**src/rtl/sd_emmc_burst_dma.sv**
```systemverilog
// SDMA burst engine for the SD/eMMC host controller.
// Moves whole blocks between the data FIFO pair and system memory with
// fixed-length AXI4 INCR bursts. It keeps one burst outstanding at a time,
// pauses at SDMA buffer boundaries until software reloads the address, and
// stops cleanly on abort or on an AXI error response.
module sd_emmc_burst_dma #(
   parameter int ADDR_W    = 32,
   parameter int DATA_W    = 32,
   parameter int BURST_LEN = 16,
   parameter int BLKCNT_W  = 16,
   parameter int BLKSZ_W   = 12
) (
   input  logic                clock,
   input  logic                reset,
   input  logic                start,
   input  logic                dir,
   input  logic [ADDR_W-1:0]   sys_addr,
   input  logic                sys_addr_wr,
   input  logic [2:0]          buf_boundary,
   input  logic [BLKSZ_W-1:0]  blk_size,
   input  logic [BLKCNT_W-1:0] blk_count,
   input  logic                blk_count_ena,
   input  logic                abort,
   input  logic                xfer_compl,
   output logic                blk_ready,
   output logic [2:0]          dma_int,
   input  logic [2:0]          int_clr,
   output logic                busy,
   input  logic [BLKSZ_W-1:0]  rx_count,
   output logic                rx_rd_en,
   input  logic [DATA_W-1:0]   rx_data,
   input  logic [BLKSZ_W-1:0]  tx_free,
   output logic                tx_wr_en,
   output logic [DATA_W-1:0]   tx_data,
   output logic [ADDR_W-1:0]   m_awaddr,
   output logic [7:0]          m_awlen,
   output logic                m_awvalid,
   input  logic                m_awready,
   output logic [DATA_W-1:0]   m_wdata,
   output logic                m_wlast,
   output logic                m_wvalid,
   input  logic                m_wready,
   input  logic [1:0]          m_bresp,
   input  logic                m_bvalid,
   output logic                m_bready,
   output logic [ADDR_W-1:0]   m_araddr,
   output logic [7:0]          m_arlen,
   output logic                m_arvalid,
   input  logic                m_arready,
   input  logic [DATA_W-1:0]   m_rdata,
   input  logic [1:0]          m_rresp,
   input  logic                m_rlast,
   input  logic                m_rvalid,
   output logic                m_rready
);

   localparam int BEAT_B   = DATA_W / 8;
   localparam int BURST_B  = BURST_LEN * BEAT_B;
   localparam int BURST_SH = $clog2(BURST_B);

   localparam logic [7:0]          AXLEN        = 8'(BURST_LEN - 1);
   localparam logic [7:0]          LAST_BEAT    = 8'(BURST_LEN - 1);
   localparam logic [7:0]          PRELAST_BEAT = 8'(BURST_LEN - 2);
   localparam logic [BLKSZ_W-1:0]  BURST_WORDS  = BLKSZ_W'(BURST_LEN);
   localparam logic [BLKSZ_W-1:0]  ONE_B        = BLKSZ_W'(1);
   localparam logic [BLKCNT_W-1:0] ONE_C        = BLKCNT_W'(1);
   localparam logic [ADDR_W-1:0]   BURST_INC    = ADDR_W'(BURST_B);
   localparam logic [ADDR_W-1:0]   ONE_A        = ADDR_W'(1);

   typedef enum logic [3:0] {
      ST_IDLE       = 4'd0,
      ST_WR_WAIT    = 4'd1,
      ST_WR_ADDR    = 4'd2,
      ST_WR_DATA    = 4'd3,
      ST_WR_RESP    = 4'd4,
      ST_RD_WAIT    = 4'd5,
      ST_RD_ADDR    = 4'd6,
      ST_RD_DATA    = 4'd7,
      ST_BLK_DONE   = 4'd8,
      ST_BOUND_WAIT = 4'd9,
      ST_FINISH     = 4'd10
   } state_t;

   state_t              state_r;
   logic [ADDR_W-1:0]   addr_r;
   logic [BLKSZ_W-1:0]  blk_size_r;
   logic [BLKCNT_W-1:0] blk_count_r;
   logic                dir_r;
   logic [BLKCNT_W-1:0] blocks_done_r;
   logic [BLKSZ_W-1:0]  burst_cnt_r;
   logic [7:0]          beat_cnt_r;
   logic                abort_pend_r;
   logic                rd_err_r;

   logic [BLKSZ_W-1:0]  bursts_per_blk_s;
   logic                last_burst_s;
   logic [BLKCNT_W-1:0] blocks_next_s;
   logic                finish_s;
   logic [ADDR_W-1:0]   bound_mask_s;
   logic                at_bound_s;
   logic                abort_now_s;
   logic                rd_err_s;
   logic                wr_end_s;
   logic                rd_end_s;
   logic                burst_err_s;
   logic [2:0]          int_set_s;
   state_t              post_burst_state_s;
   state_t              next_blk_state_s;

   // Burst/block bookkeeping decoded from the latched transfer setup.
   assign bursts_per_blk_s = blk_size_r >> BURST_SH;
   assign last_burst_s     = (burst_cnt_r == (bursts_per_blk_s - ONE_B));
   assign blocks_next_s    = blocks_done_r + ONE_C;
   assign finish_s         = blk_count_ena && (blocks_next_s == blk_count_r);
   assign bound_mask_s     = (ONE_A << (5'd12 + {2'b00, buf_boundary})) - ONE_A;
   assign at_bound_s       = ((addr_r & bound_mask_s) == {ADDR_W{1'b0}});
   assign abort_now_s      = abort_pend_r | abort;
   assign rd_err_s         = rd_err_r | (m_rresp != 2'b00);
   assign wr_end_s         = (state_r == ST_WR_RESP) && m_bvalid;
   assign rd_end_s         = (state_r == ST_RD_DATA) && m_rvalid && m_rlast;
   assign next_blk_state_s = dir_r ? ST_WR_WAIT : ST_RD_WAIT;

   // The write data path is the show-ahead FIFO head; pop exactly on a W handshake.
   assign m_wdata  = m_wvalid ? rx_data : {DATA_W{1'b0}};
   assign rx_rd_en = m_wvalid & m_wready;
   assign busy     = (state_r != ST_IDLE);

   // Error status of the burst that is ending this cycle.
   always_comb begin
      burst_err_s = 1'b0;
      if (wr_end_s) begin
         burst_err_s = (m_bresp != 2'b00);
      end else if (rd_end_s) begin
         burst_err_s = rd_err_s;
      end else begin
         burst_err_s = 1'b0;
      end
   end

   // Where to go once a burst has fully completed.
   always_comb begin
      post_burst_state_s = ST_IDLE;
      if (burst_err_s || abort_now_s) begin
         post_burst_state_s = ST_IDLE;
      end else if (last_burst_s) begin
         post_burst_state_s = ST_BLK_DONE;
      end else begin
         post_burst_state_s = next_blk_state_s;
      end
   end

   // Interrupt set events: complete, boundary pause, AXI error.
   always_comb begin
      int_set_s    = 3'b000;
      int_set_s[0] = (state_r == ST_FINISH) && xfer_compl;
      int_set_s[1] = (state_r == ST_BLK_DONE) && !finish_s && at_bound_s;
      int_set_s[2] = (wr_end_s || rd_end_s) && burst_err_s;
   end

   // Sticky interrupt status; a set in the same cycle as a clear wins.
   always_ff @(posedge clock) begin
      if (!reset) begin
         dma_int <= 3'b000;
      end else begin
         dma_int <= (dma_int & ~int_clr) | int_set_s;
      end
   end

   // Main transfer FSM with registered AXI and FIFO controls.
   always_ff @(posedge clock) begin
      if (!reset) begin
         state_r       <= ST_IDLE;
         addr_r        <= {ADDR_W{1'b0}};
         blk_size_r    <= {BLKSZ_W{1'b0}};
         blk_count_r   <= {BLKCNT_W{1'b0}};
         dir_r         <= 1'b0;
         blocks_done_r <= {BLKCNT_W{1'b0}};
         burst_cnt_r   <= {BLKSZ_W{1'b0}};
         beat_cnt_r    <= 8'd0;
         abort_pend_r  <= 1'b0;
         rd_err_r      <= 1'b0;
         blk_ready     <= 1'b0;
         tx_wr_en      <= 1'b0;
         tx_data       <= {DATA_W{1'b0}};
         m_awaddr      <= {ADDR_W{1'b0}};
         m_awlen       <= 8'd0;
         m_awvalid     <= 1'b0;
         m_wlast       <= 1'b0;
         m_wvalid      <= 1'b0;
         m_bready      <= 1'b0;
         m_araddr      <= {ADDR_W{1'b0}};
         m_arlen       <= 8'd0;
         m_arvalid     <= 1'b0;
         m_rready      <= 1'b0;
      end else begin
         tx_wr_en  <= 1'b0;
         blk_ready <= 1'b0;
         // An abort is remembered until the engine can stop at a burst edge.
         abort_pend_r <= (state_r != ST_IDLE) ? (abort_pend_r | abort) : 1'b0;

         case (state_r)
            ST_IDLE: begin
               if (start) begin
                  addr_r        <= sys_addr;
                  blk_size_r    <= blk_size;
                  blk_count_r   <= blk_count;
                  dir_r         <= dir;
                  blocks_done_r <= {BLKCNT_W{1'b0}};
                  burst_cnt_r   <= {BLKSZ_W{1'b0}};
                  state_r       <= dir ? ST_WR_WAIT : ST_RD_WAIT;
               end
            end

            ST_WR_WAIT: begin
               if (abort_now_s) begin
                  state_r <= ST_IDLE;
               end else if (rx_count >= BURST_WORDS) begin
                  m_awaddr  <= addr_r;
                  m_awlen   <= AXLEN;
                  m_awvalid <= 1'b1;
                  state_r   <= ST_WR_ADDR;
               end
            end

            ST_WR_ADDR: begin
               if (m_awready) begin
                  m_awvalid  <= 1'b0;
                  m_wvalid   <= 1'b1;
                  m_wlast    <= (LAST_BEAT == 8'd0);
                  beat_cnt_r <= 8'd0;
                  state_r    <= ST_WR_DATA;
               end
            end

            ST_WR_DATA: begin
               if (m_wready) begin
                  beat_cnt_r <= beat_cnt_r + 8'd1;
                  if (beat_cnt_r == LAST_BEAT) begin
                     m_wvalid <= 1'b0;
                     m_wlast  <= 1'b0;
                     m_bready <= 1'b1;
                     state_r  <= ST_WR_RESP;
                  end else if (beat_cnt_r == PRELAST_BEAT) begin
                     m_wlast <= 1'b1;
                  end
               end
            end

            ST_WR_RESP: begin
               if (m_bvalid) begin
                  m_bready    <= 1'b0;
                  addr_r      <= addr_r + BURST_INC;
                  burst_cnt_r <= last_burst_s ? {BLKSZ_W{1'b0}} : (burst_cnt_r + ONE_B);
                  state_r     <= post_burst_state_s;
               end
            end

            ST_RD_WAIT: begin
               if (abort_now_s) begin
                  state_r <= ST_IDLE;
               end else if (tx_free >= BURST_WORDS) begin
                  m_araddr  <= addr_r;
                  m_arlen   <= AXLEN;
                  m_arvalid <= 1'b1;
                  state_r   <= ST_RD_ADDR;
               end
            end

            ST_RD_ADDR: begin
               if (m_arready) begin
                  m_arvalid <= 1'b0;
                  m_rready  <= 1'b1;
                  rd_err_r  <= 1'b0;
                  state_r   <= ST_RD_DATA;
               end
            end

            ST_RD_DATA: begin
               if (m_rvalid) begin
                  // Once a beat has errored, the rest of the burst is drained and dropped.
                  tx_wr_en <= ~rd_err_s;
                  tx_data  <= m_rdata;
                  rd_err_r <= rd_err_s;
                  if (m_rlast) begin
                     m_rready    <= 1'b0;
                     addr_r      <= addr_r + BURST_INC;
                     burst_cnt_r <= last_burst_s ? {BLKSZ_W{1'b0}} : (burst_cnt_r + ONE_B);
                     state_r     <= post_burst_state_s;
                  end
               end
            end

            ST_BLK_DONE: begin
               blocks_done_r <= blocks_next_s;
               blk_ready     <= ~dir_r;
               if (finish_s) begin
                  state_r <= ST_FINISH;
               end else if (at_bound_s) begin
                  state_r <= ST_BOUND_WAIT;
               end else begin
                  state_r <= next_blk_state_s;
               end
            end

            ST_BOUND_WAIT: begin
               if (abort_now_s) begin
                  state_r <= ST_IDLE;
               end else if (sys_addr_wr) begin
                  addr_r  <= sys_addr;
                  state_r <= next_blk_state_s;
               end
            end

            ST_FINISH: begin
               if (xfer_compl) begin
                  state_r <= ST_IDLE;
               end
            end

            default: begin
               state_r <= ST_IDLE;
            end
         endcase
      end
   end

endmodule

```
**config.mk**
```make
export PLATFORM = sky130hd
export DESIGN_NAME = sd_emmc_burst_dma
export DESIGN_NICKNAME = d
export VERILOG_FILES = /design/src/rtl/sd_emmc_burst_dma.sv
export SDC_FILE = /design/constraint.sdc
export NUM_CORES = 1
export LEC_CHECK = 0
export BUFFER_PORTS_ARGS = -buffer_cell sky130_fd_sc_hd__clkbuf_2
export CORE_MARGIN = 2
export CORE_UTILIZATION = 51
export DETAILED_ROUTE_END_ITERATION = 8
export PLACE_DENSITY = 0.81
export SYNTH_ARGS = -nofsm -noshare
export SYNTH_HDL_FRONTEND = slang
export SYNTH_SLANG_ARGS = --single-unit
```
**constraint.sdc**
```tcl
create_clock -name clock -period 2.45 [get_ports clock]
set_input_delay 0.245 -clock clock [delete_from_list [all_inputs] [get_ports clock]]
set_output_delay 0.245 -clock clock [all_outputs]
set_load 0.1 [all_outputs]
```
== Word-level counts from Yosys, hierarchy flattened ==
Index checks and enable logic that the tools add are counted.

* Register bits after elaboration: 212
* Bits of input ports: 172
* Output and inout port bits: 157
* Word-level logic and storage cells: 189

* Add/sub/neg operators: 7
* $lt $le $gt $ge: 2
* Eq/ne operators: 33
* Shifts and indexed selects: 1
* Multiplexer cells: 69
* Bitwise gates (word level): 10
* Reductions and logical operators: 43

{| class="wikitable"
|+ Operator list
! cell !! count
|-
| $mux 32 || 7
|-
| $pmux 32 s4 || 1
|-
| $mux 4 || 19
|-
| $mux 12 || 5
|-
| $pmux 4 s11 || 1
|-
| $pmux 12 s3 || 1
|-
| $add 32x7->32 const B || 1
|-
| $and 32x32->32 || 1
|-
| $logic_not 32->1 || 1
|-
| $pmux 16 s2 || 1
|-
| $shl 1x5->32 const A || 1
|-
| $sub 32x1->32 const B || 1
|-
| $ne 2x2->1 const B || 15
|-
| $ge 12x5->1 const B || 2
|-
| $reduce_and 4->1 || 6
|-
| $mux 1 || 21
|-
| $add 16x1->16 const B || 1
|-
| $eq 16x16->1 || 1
|-
| $eq 4x3->1 const B || 4
|-
| $eq 8x4->1 const B || 2
|-
| $mux 16 || 1
|-
| $mux 8 || 2
|-
| $pmux 8 s2 || 1
|-
| $reduce_bool 2->1 || 8
|-
| other kinds (28) || 61
|}

== Logic depth before layout (Yosys ltp) ==
Gate-level depths: netlist (run 1).

* Word-level depth: 10
* Depth in mapped cells: 10
* Gate-level depth less buffers: 9

== Least setup slack after synthesis (run 1) ==
OpenSTA, ideal clock, no wires.

* Kind: register -> register
* Start: register state_r[0]
* End: register addr_r[31]
* Arrival: 2.410 ns
* Required time: 2.373 ns
* Slack: -0.037 ns
* Cell stages (with the launch flop): 7
* Path buffers: 1
* Period minus slack after synthesis: 2.487 ns
* Path through: dfxtp_1 buf_2 nor4_2 inv_1 a31o_2 or4_1 a41oi_2

* Longest elaborated chain between the ends: 3
* Elaborated cells between the ends (all ways): 13
* Classes of those cells: 9 x eq/ne; 1 x mux; 3 x reduce/logical

{| class="wikitable"
|+ Ends and longest elaborated chain
! item !! RTL line !! RTL
|-
| from (decl) || 84 || <nowiki>state_t state_r;</nowiki>
|-
| from (signal assigned) || 210 || <nowiki>state_r <= dir ? ST_WR_WAIT : ST_RD_WAIT;</nowiki>
|-
| from (signal assigned) || 254 || <nowiki>state_r <= post_burst_state_s;</nowiki>
|-
| from (signal assigned) || 288 || <nowiki>state_r <= post_burst_state_s;</nowiki>
|-
| $eq 4x3->1, or another cell as far along || 201 || <nowiki>case (state_r)</nowiki>
|-
| $reduce_bool 4->1 (no line) or $ne 2x2->1 (tied branches) || -- ||
|-
| $reduce_and 7->1 (no line) || -- ||
|-
| to (signal assigned) || 173 || <nowiki>addr_r <= {ADDR_W{1'b0}};</nowiki>
|-
| to (signal assigned) || 204 || <nowiki>addr_r <= sys_addr;</nowiki>
|-
| to (signal assigned) || 252 || <nowiki>addr_r <= addr_r + BURST_INC;</nowiki>
|-
| to (decl) || 85 || <nowiki>logic [ADDR_W-1:0] addr_r;</nowiki>
|}

Parallel ways exist; a longest one is shown, timed or not.
A chain may end at the register's enable or synchronous reset.

== Worst setup path in the final report (run 1) ==
* Start: register state_r[1]
* End: register state_r[2]

* Longest elaborated chain between the ends: 10
* Elaborated cells between the ends (all ways): 35
* Classes of those cells: 22 x eq/ne; 7 x mux; 6 x reduce/logical

{| class="wikitable"
|+ Ends and longest elaborated chain
! item !! RTL line !! RTL
|-
| $eq 4x3->1 || 120, 201 ||
|-
| $logic_and 1x1->1 (2 in series) || 120 || <nowiki>assign rd_end_s = (state_r == ST_RD_DATA) && m_rvalid && m_rlast;</nowiki>
|-
| $mux 1 || 133 || <nowiki>end else if (rd_end_s) begin</nowiki>
|-
| $mux 1 || 131 || <nowiki>if (wr_end_s) begin</nowiki>
|-
| $logic_or 1x1->1 || 143 || <nowiki>if (burst_err_s || abort_now_s) begin</nowiki>
|-
| $mux 4 || 143 ||
|-
| $mux 4 || 284 || <nowiki>if (m_rlast) begin</nowiki>
|-
| $mux 4 || 279 || <nowiki>if (m_rvalid) begin</nowiki>
|-
| $pmux 4 s11 || 201 ||
|}

Parallel ways exist; a longest one is shown, timed or not. The select of a mux whose other input is x is not followed.

==> results of run 1 <==
power by group:
| part | internal (mW) | switching [mW] | total (mW) |
|---|---|---|---|
| Sequential | 3.70 | 0.420 | 4.12 |
| Combinational | 1.37 | 2.89 | 4.26 |
| Clock | 2.09 | 1.40 | 3.49 |
Yosys cell counts (6+ instances only):
library cell and number:
mux2i_1 15, xor2_1 19, o21ai_0 36, buf_2 12
nor2_1 98, xnor2_1 23, nand3_1 32, buf_6 7
nor3_1 22, nor2b_1 10, and3_1 15, inv_1 17
nor4_1 13, nand4_1 17, buf_4 17, a211oi_1 7
a311oi_1 6, a21oi_1 171, clkbuf_1 63, dfxtp_1 206
a22oi_1 11, and2_1 40, a31oi_1 6, ha_1 7
nand2_1 318
flip-flops by register name (all words and copies together) (netlist names), 3 cells and up:
| register | flops |
|---|---|
| beat_cnt_r | 8 |
| state_r | 4 |
| tx_data | 32 |
| blocks_done_r | 16 |
| burst_cnt_r | 12 |
| dma_int | 3 |
| blk_size_r | 6 |
| m_awaddr | 32 |
| blk_count_r | 16 |
| m_araddr | 32 |
| addr_r | 32 |
critical path, delay by kind of cell (launching register included):
kind / cells / cell delay, ns
simple gates: 4 / 1.21
compound gates: 3 / 0.58
flops: 1 / 0.30
buf+inv: 1 / 0.18
worst min path at each step:
stage                            start             end  slack, ns  cells past startpoint
after floorplan           blk_count[0]  blk_count_r[0]       0.38                      2
after global placement     m_araddr[0]     m_araddr[0]       0.44                      2
after detailed placement  m_araddr[22]    m_araddr[22]       0.45                      2
after CTS                 sys_addr[27]      addr_r[27]      0.003                      3
after global routing       sys_addr[6]       addr_r[6]       0.03                      3
final                     sys_addr[27]      addr_r[27]       0.02                      3
metrics by stage:
| step | power, mW | worst slack [ns] | utilization, % | instance area, sq um |
|---|---|---|---|---|
| finish | 11.9 | 0.115 | 69.3 | 13400 |
| global route | 12.4 | -0.0574 | 69.3 | 13400 |
| CTS | 11.8 | 0.0386 | 68.9 | 13300 |
| detailed placement | 8.25 | 0.0682 | 61.7 | 11900 |
| global placement | 8.17 | 0.175 | 61.7 | 11900 |
| floorplan | 7.19 | 0.0276 | - | 10000 |
layout make-up:
class                   instances  area, sq um  share of cell area (%)
repair buffers                436         2730                    20.4
clock inverters                 9          105                   0.787
well taps                     265          332                    2.48
multi-input cells             973         5330                    39.9
clock buffers                  31          656                    4.91
inverters                      17         70.1                   0.525
flip-flops and latches        206         4130                    30.9
diodes                          6         15.0                   0.112
timing repair:
action | CTS | global route
hold endpoints to repair | 63 | 0
setup buffers | 0 | 3
resized for setup | 0 | 11
hold buffers | 63 | 0
setup endpoints to repair | 0 | 16
per-layer routing:
layer | routed length (microns) | share of wire (%)
met4 | 1290 | 4.0
met3 | 3260 | 10
met2 | 15700 | 48
met1 | 12300 | 38
met5 | 0 | 0
logic make-up (layout without fill, tap and decap cells):
| logic type | after synthesis | count (layout) | share of synthesized area [%] |
|---|---|---|---|
| adders and majority gates | 7 | 7 | 0.881 |
| and+or+nand+nor | 609 | 609 | 28.8 |
| other | 1 | 14 | 0.0377 |
| buffers and inverters | 122 | 493 | 6.00 |
| DFF | 206 | 206 | 41.5 |
| muxes | 17 | 17 | 1.74 |
| AOI/OAI and AO/OA | 289 | 289 | 17.2 |
| xor gates and xnor gates | 43 | 43 | 3.86 |
==> results.md, run 1 <==
- Run status: completed
- First-pass GRT wire length: 50500 microns
- Met2 usage: about half
- GR met1 Demand/Resource: around 36%
- Met3 Track Usage GR: 8.80%
- Std-Cell Rows: slightly above 50
- Top cells by area, synth: dfxtp_1 (41%), nand2_1 (12%), a21oi_1 (8.6%)
- Worst-Margin Slew: 0.897 ns
- Commonest non-fill, non-tap cell in the layout: nand2_1
- Hpwl dp: 22000 microns
- Area share of the largest cell type after synthesis: approximately two fifths
- Post-route clock period utilization: 95.3%
- Most frequent cells in the layout: nand2_1 (317), clkbuf_2 (306), dfxtp_1 (203), a21oi_1 (169), nor2_1 (98)
- Share of cells above drive strength 1: 27.2%
- Share of the yosys chip area belonging to registers: 41.5%
- Number of synthesized flops with an enable pin: 0
- All-Layer GR Usage: 30.4%
- Number of global-route vias before repair: roughly 10k
- # Max-Cap Violations: 0
- Die Ht: 144 microns
- Worst-case reg-to-reg path depth: 8
- Worst path most repeated cell: o21ai_0
- CP Class: flip-flop to flip-flop
- Vias: around 11k
- Initial antenna violation count: 5
- Clock sinks: slightly above 200
- Hold slack: 0.0164 ns
- YS warnings: 0
- Post-synthesis register bit count: approximately 210
- Fmax: between 0.4 and 0.5 GHz
- Slew Viols, Final: 0
- Max incr delay on CP: 0.52 ns
- Relative slew margins: 40.2%
- Setup violations, final: 0
- Avg WL per Cell: 16.7 microns
- HP Class: input port to flip-flop
- Initial core utilization: about half
- Ys async rst share: 0%
- Worst EP required: 2.88 ns
- CORE AREA: 0.0193 sq mm
- Min Tclk post-route: between 2 and 2.5 ns
- Die ar.: 0.0206 sq mm
- Area Growth Syn to Fin: 34.3%
- GP Congestion: approximately 0.91
- Crit path DAT: roughly 2.8 ns
- TritonCTS clock tree: built
- First DRT Iteration DRCs: around 700
- Cell Pwr Density: 888 mW/mm^2
- DRT Pass-1 Iters: 5
- Slowest stage cell, crit path: nor4_2
- Port Buf Inserts: 306
- NumNets Final: between 1.5k and 2k
- Setup crit end kind: flip-flop
- Drc violations: 0
- FF-to-FF End: state_r[2]
- Root cell of the clock tree: clkbuf_16
- Hold violation count in the final report: 0
- Clk Latency, worst-skew pair: 0.52 ns
- Io pins: 329
- P_leak: approximately 5.6 nW
- Max FO, Critical Path: 11
- CP Launch Type: flip-flop
- CP Capture Point: state_r[2]
- Grt peak-use layer: met2
- Total negative slack: 0 ns
- Fin cells: 1943
- Largest net degree at the start of global routing: 118
- Post-DRT Antenna Nets: 0
- Largest area contributor in the netlist: dfxtp_1
- Inst Count DP: roughly 1.8k
- Mean Syn Cell Area: 7.69 sq um
- CTS max path bufs: 3
- Total gr overflow: 0
- Vias per std cell: 5.55
- Clock skew: 0.0139 ns
- Fillers: about 1.6k
- Maximum VDD drop: 597 uV
- CTS clk-pin slew, worst paths: 0.06 ns
- Routed WL: 32500 microns
- Top FF cell, synth: dfxtp_1
- R2r startpoint: state_r[1]
- Cell variety after synth: 77
- FF-to-FF setup slack: 0.11 ns
- Crit path launch: state_r[1]
- Number of buffers created by CTS: 23
- Post-Syn Area: slightly below 0.01 sq mm
- H-tree level count: 1
- DIE WIDTH: 144 microns
- CP cell instances: buf_4 -> and2_1 -> a32oi_1 -> o21ai_0 -> nor4_2 -> and3_1 -> nand4_1 -> o21ai_0
- Syn Inst Count: 1294
Power figures use the tool's default switching activity.
==> inputs of run 2 (changes only) <==
Settings changed: ABC_AREA set to 1, GPL_ROUTABILITY_DRIVEN set to 0, PLACE_DENSITY 0.81 to 0.8.
==> results.md, run 2 <==
- Initial core utilization: 51.6%
- Clk Latency, worst-skew pair: 0.51 ns
- Die Ht: 144 microns
- Most common cell in the netlist: nand2_1
- CP Launch Type: flip-flop
- Avg WL per Cell: 14.4 microns
- Crit path DAT: 2.55 ns
- Share of cells above drive strength 1: approximately 24%
- YS warnings: 0
- Number of buffers created by CTS: 23
- Slowest stage cell, crit path: dfxtp_1
- Maximum VDD drop: 874 uV
- Root cell of the clock tree: clkbuf_16
- Mean Syn Cell Area: roughly 7.0 sq um
- Largest net degree at the start of global routing: 54
- CP Class: flip-flop to flip-flop
- Drc violations: 0
- Die ar.: 0.0207 sq mm
- Worst EP required: about 2.8 ns
- Io pins: 329
- Commonest cells post-synth: nand2_1 (305), dfxtp_1 (206), a21oi_1 (158), nor2_1 (152), inv_1 (148)
- Post-DRT Antenna Nets: 0
- CTS max path bufs: 3
- Routed WL: 29300 microns
- Run status: completed
- Max incr delay on CP: 0.49 ns
- Combinational fraction of design power: between 40% and 50%
- Fin cells: about 2.0k
- P_leak: 6.00 nW
- Place WS: around 0.25 ns
- Vias: 10.5k
- Ys async rst share: 0%
- HP Class: input port to flip-flop
- GR met1 Demand/Resource: 31.3%
- Seq pwr share: 33.4%
- NumNets Final: 1928
- Std-Cell Rows: 51
- Vias per std cell: 5.15
- Cell variety after synth: 52
- Critical hold path startpoint: sys_addr[18]
- CTS clk-pin slew, worst paths: approximately 0.060 ns
- Clock sinks: 206
- Cell Pwr Density: 1040 mW/mm^2
- Top FF cell, synth: dfxtp_1
- Post-synthesis register bit count: 206
- Clock Power Share: between 20 and 30%
- Slew Viols, Final: 0
- Largest area contributor in the netlist: dfxtp_1
- Initial antenna violation count: 2
- Setup violations, final: 0
- Number of synthesized flops with an enable pin: 0
- Area share of the largest cell type after synthesis: 41.4%
- # Max-Cap Violations: 0
- Area after DPL: 0.0117 sq mm
- DIE WIDTH: roughly 140 microns
- Post-Layout Inst Area: 0.0128 sq mm
- Clock skew: 0.00688 ns
- Core Util, Final: 66.3%
- Relative slew margins: 29.5%
- Setup crit end kind: flip-flop
- Number of global-route vias before repair: 9753
- Worst-Margin Slew: between 1 and 1.5 ns
- First DRT Iteration DRCs: about 530
- Min Tclk post-route: 2.16 ns
- Total gr overflow: 0
- First-pass GRT wire length: 45900 microns
- Syn Inst Count: 1432
- H-tree level count: 1
- Grt peak-use layer: met2
- TritonCTS clock tree: built
- R2r startpoint: state_r[0]
- Port Buf Inserts: ~300
- Fmax: ~0.46 GHz
- Share of the yosys chip area belonging to registers: between 40% and 50%
- CP cell instances: nor2_2 -> nand2_1 -> inv_2 -> nor2_2 -> nand2_1 -> a21oi_2 -> nor2_4 -> inv_2 -> nor2_1 -> o21ai_1 -> a21oi_1
- Met3 Track Usage GR: 6.43%
- Inst Count DP: 1950
- Hold violation count in the final report: 0
- Max FO, Critical Path: 30
- Area Growth Syn to Fin: 28.7%
- Top cells by area, synth: dfxtp_1 (41%), nand2_1 (11%), a21oi_1 (7.9%)
- All-Layer GR Usage: a little over a quarter
- Pint: about 7.3 mW
- Hpwl dp: around 21000 microns
- DRT Pass-1 Iters: 5
- CORE AREA: 0.0193 sq mm
- P_sw: 6.00 mW
- Crit path launch: state_r[0]
- Switch share: 45.2%
- Total negative slack: 0 ns
- Post-Syn Area: 0.00997 sq mm
- Most frequent cells in the layout: nand2_1 (305), clkbuf_2 (305), dfxtp_1 (206), a21oi_1 (158), nor2_1 (151)
- RSZ-0062 raised after global routing: no
- Met2 usage: 48.2%
- Post-route clock period utilization: ~90%
- Min setup slack post-route: 0.285 ns
[run 2: changes by cell type after synthesis, sizes merged, moves of 16 or more]
| cell | delta |
|---|---|
| xnor2 | -16 |
| nor2 | +77 |
| nand3 | +26 |
| and2 | -39 |
| o21ai | +104 |
| inv | +144 |
[run 2: critical path: cells and delay by family, from the launching register on]
family	cells	cell delay [ns]
flops	1	0.49
simple gates	6	0.72
buf+inv	2	0.44
compound gates	3	0.39
[run 2: layer usage]
metal / vias up / share of wire [%]
li1: 5259 / -
met1: 4698 / 39
met2: 418 / 49
met3: 82 / 7.9
met4: 0 / 3.8
met5: - / 0
[run 2: cell families (layout without fill, tap and decap cells)]
family / after synthesis / in the layout / share of synthesized area (%)
buf+inv: 244 / 569 / 9.98
xor+xnor: 32 / 32 / 2.81
flops: 206 / 206 / 41.4
simple gates: 607 / 607 / 27.1
fa+ha+maj: 7 / 7 / 0.879
compound gates: 335 / 335 / 17.8
other cells: 1 / 11 / 0.0376
[run 2: through the flow]
step	hold slack [ns]	power (mW)
global route	0.0236	14.0
finish	0.00751	13.3
floorplan	0.380	8.74
CTS	0.00198	13.3
detailed placement	0.454	9.83
global placement	0.451	9.71
[run 2: power by group through the flow]
stage	clock network, mW	logic [mW]	registers [mW]
2_1_floorplan	0	3.12	5.62
3_3_place_gp	0	5.24	4.47
3_5_place_dp	0	5.34	4.48
4_1_cts	3.45	5.43	4.42
5_1_grt	3.57	5.93	4.51
6_report	3.41	5.44	4.43
[run 2: final timing paths]
| kind | to | slack, ns | depth (start not counted) |
|---|---|---|---|
| worst max-delay path | addr_r[17] | 0.29 | 11 |
| worst min-delay path | addr_r[18] | 0.008 | 3 |
| worst max register to register | addr_r[17] | 0.29 | 11 |
| worst min register to register | tx_data[5] | 0.46 | 2 |
[run 2: area by class of cell]
type	instances	area, sq um
tap	265	332
inverter	163	612
multi-input combinational	989	4890
timing repair buffer	366	2120
clock inverter	10	111
antenna	3	7.51
fill	1647	6510
sequential	206	4120
clock buffer	30	632
[run 2: what timing repair did]
action                                  CTS  global route
endpoints found under the setup margin    0             2
gates resized for setup                   0             1
buffers inserted                          0             0
endpoints found under the hold margin    38             0
hold buffers                             39             0
==> inputs of run 3 (changes only) <==
Settings changed: ABC_AREA 1 to unset, PLACE_DENSITY 0.8 to 0.81.
==> results.md, run 3 (synthesis results as in run 1) <==
- Run status: completed
- CP cell instances: ha_2 -> nand3_2 -> buf_4 -> or2_2 -> xnor2_1 -> mux2i_1 -> a21oi_1 -> nor4b_4 -> a31o_1
- Clock skew: 0.0167 ns
- Area Growth Syn to Fin: 34.4%
- Hpwl dp: between 20000 and 25000 microns
- All-Layer GR Usage: between 30% and 40%
- HP Class: input port to flip-flop
- Min setup slack post-route: approximately 0.13 ns
- Hold Crit Depth: 3
- Cell Pwr Density: 904 mW/mm^2
- Io pins: 329
- First DRT Iteration DRCs: 777
- Routed met2 length: 16000 microns
- Setup crit end kind: flip-flop
- Hold Path End: tx_data[31]
- Initial core utilization: 51.6%
- TritonCTS clock tree: built
- Met3 Wirelength: 3030 microns
- FF-to-FF setup slack: roughly 0.13 ns
- DRT Pass-1 Iters: 5
- NumNets Final: about 1.8k
- Drc violations: 0
- Initial antenna violation count: 4
- Relative slew margins: 40.8%
- First-pass GRT wire length: around 51000 microns
- CORE AREA: 0.0193 sq mm
- Post-DRT Antenna Nets: 0
- Min Tclk post-route: 2.32 ns
- Most frequent cells in the layout: nand2_1 (318), clkbuf_2 (306), dfxtp_1 (203), a21oi_1 (169), nor2_1 (98)
- Critical hold path startpoint: m_rdata[31]
- Largest net degree at the start of global routing: 121
- Number of buffers created by CTS: 23
- Vias per std cell: 5.55
- # Max-Cap Violations: 0
- Setup violations, final: 0
- Worst-case reg-to-reg path depth: 9
- R2r startpoint: blocks_done_r[0]
- Die ar.: 0.0206 sq mm
- Place WS: ~0.054 ns
- Crit path DAT: 2.79 ns
- Fmax: 0.431 GHz
- Std-Cell Rows: 51
- Clock sinks: 206
- Avg WL per Cell: 16.9 microns
- RSZ-0062 raised after global routing: yes
- FF-to-FF End: state_r[1]
- Routed WL: 32800 microns
- Metal-1 WL: 12300 microns
- CP Launch Type: flip-flop
- Die Ht: 144 microns
- Number of global-route vias before repair: 10.2k
- Total gr overflow: 0
- DIE WIDTH: 144 microns
- Worst EP required: 2.92 ns
- CTS max path bufs: 3
- Maximum VDD drop: 627 uV
- P_leak: 5.64 nW
- Commonest non-fill, non-tap cell in the layout: nand2_1
- Post-Layout Inst Area: 0.0134 sq mm
- CTS clk-pin slew, worst paths: 0.06 ns
- Total negative slack: 0 ns
- Clk Latency, worst-skew pair: 0.52 ns
- Share of cells above drive strength 1: a little over a quarter
- Worst-Margin Slew: 0.887 ns
- Hold slack: ~0.012 ns
- Max incr delay on CP: 0.44 ns
- Root cell of the clock tree: clkbuf_16
- Max FO, Critical Path: 5
- Slew Viols, Final: 0
- Highest routed layer: met4
- Fin cells: 1937
- Slowest stage cell, crit path: nor4b_4
- H-tree level count: 1
- CP Class: flip-flop to flip-flop
- Post-route clock period utilization: 94.8%
- Port Buf Inserts: 306
- Area after DPL: 0.0119 sq mm
- Vias: 10.8k
- Fillers: 1582
- Inst Count DP: around 1.8k
- Hold violation count in the final report: 0
[run 3: changes by cell type in the layout (fill, tap and decap cells not counted), moves of 14 or more]
cell           delta
and2_1           +38
buf_4            +43
dlygate4sd3_1    +23
inv_1           -133
inv_2            -14
mux2i_1          +15
nand3_1          -21
nor2_1           -53
nor2_2           -14
o21ai_0          -91
o21ai_1          -14
xnor2_1          +15
[run 3: repair_timing]
item	CTS	global route
gates resized for setup	0	15
endpoints found under the setup margin	0	14
setup buffers	0	1
hold endpoints to repair	62	0
hold buffers	62	0
[run 3: through the flow]
step | utilization [%] | power [mW]
after floorplan | - | 7.19
after global placement | 61.7 | 8.17
after detailed placement | 61.7 | 8.26
after CTS | 69.0 | 12.1
after global routing | 69.3 | 12.7
final | 69.3 | 12.1
[run 3: worst max path at each step]
stage                           startpoint        endpoint  slack [ns]  depth (start not counted)
after floorplan                 state_r[1]      addr_r[31]        0.03                          6
after global placement    blocks_done_r[1]      state_r[2]        0.12                          9
after detailed placement  blocks_done_r[1]      state_r[0]        0.05                          8
after CTS                 blocks_done_r[1]      state_r[0]        0.03                          8
after global routing         blk_size_r[6]  burst_cnt_r[4]       -0.01                         10
final                     blocks_done_r[0]      state_r[1]        0.13                          9
[run 3: cell type report]
class,instances,area (sq um),share of cell area (%)
Multi-Input combinational cell,974,5320,39.8
Sequential cell,206,4130,30.9
Timing Repair Buffer,434,2700,20.2
Clock buffer,27,621,4.64
Tap cell,265,332,2.48
Clock inverter,10,181,1.36
Inverter,17,70.1,0.524
Antenna cell,4,10.0,0.0749
[run 3: critical path: cells and delay by family (launching register included)]
kind / cells / cell delay, ns
simple gates: 3 / 0.91
flops: 1 / 0.37
compound gates: 2 / 0.31
fa+ha+maj: 1 / 0.21
buf+inv: 1 / 0.17
xor+xnor: 1 / 0.16
mux: 1 / 0.14
[run 3: report_power, final]
| part | leakage [nW] | switching [mW] | internal [mW] | total, mW |
|---|---|---|---|---|
| Combinational | 3.57 | 2.89 | 1.36 | 4.24 |
| Clock | 0.393 | 1.40 | 2.32 | 3.72 |
| Sequential | 1.67 | 0.417 | 3.70 | 4.12 |
| Total | 5.64 | 4.71 | 7.38 | 12.1 |
[run 3: per-layer routing]
layer | GRT usage (%) | vias up
met3 | 7.90 | 103
met1 | 35.2 | 4979
met4 | 15.5 | 0
met5 | 0 | -
met2 | 53.0 | 535
li1 | - | 5140
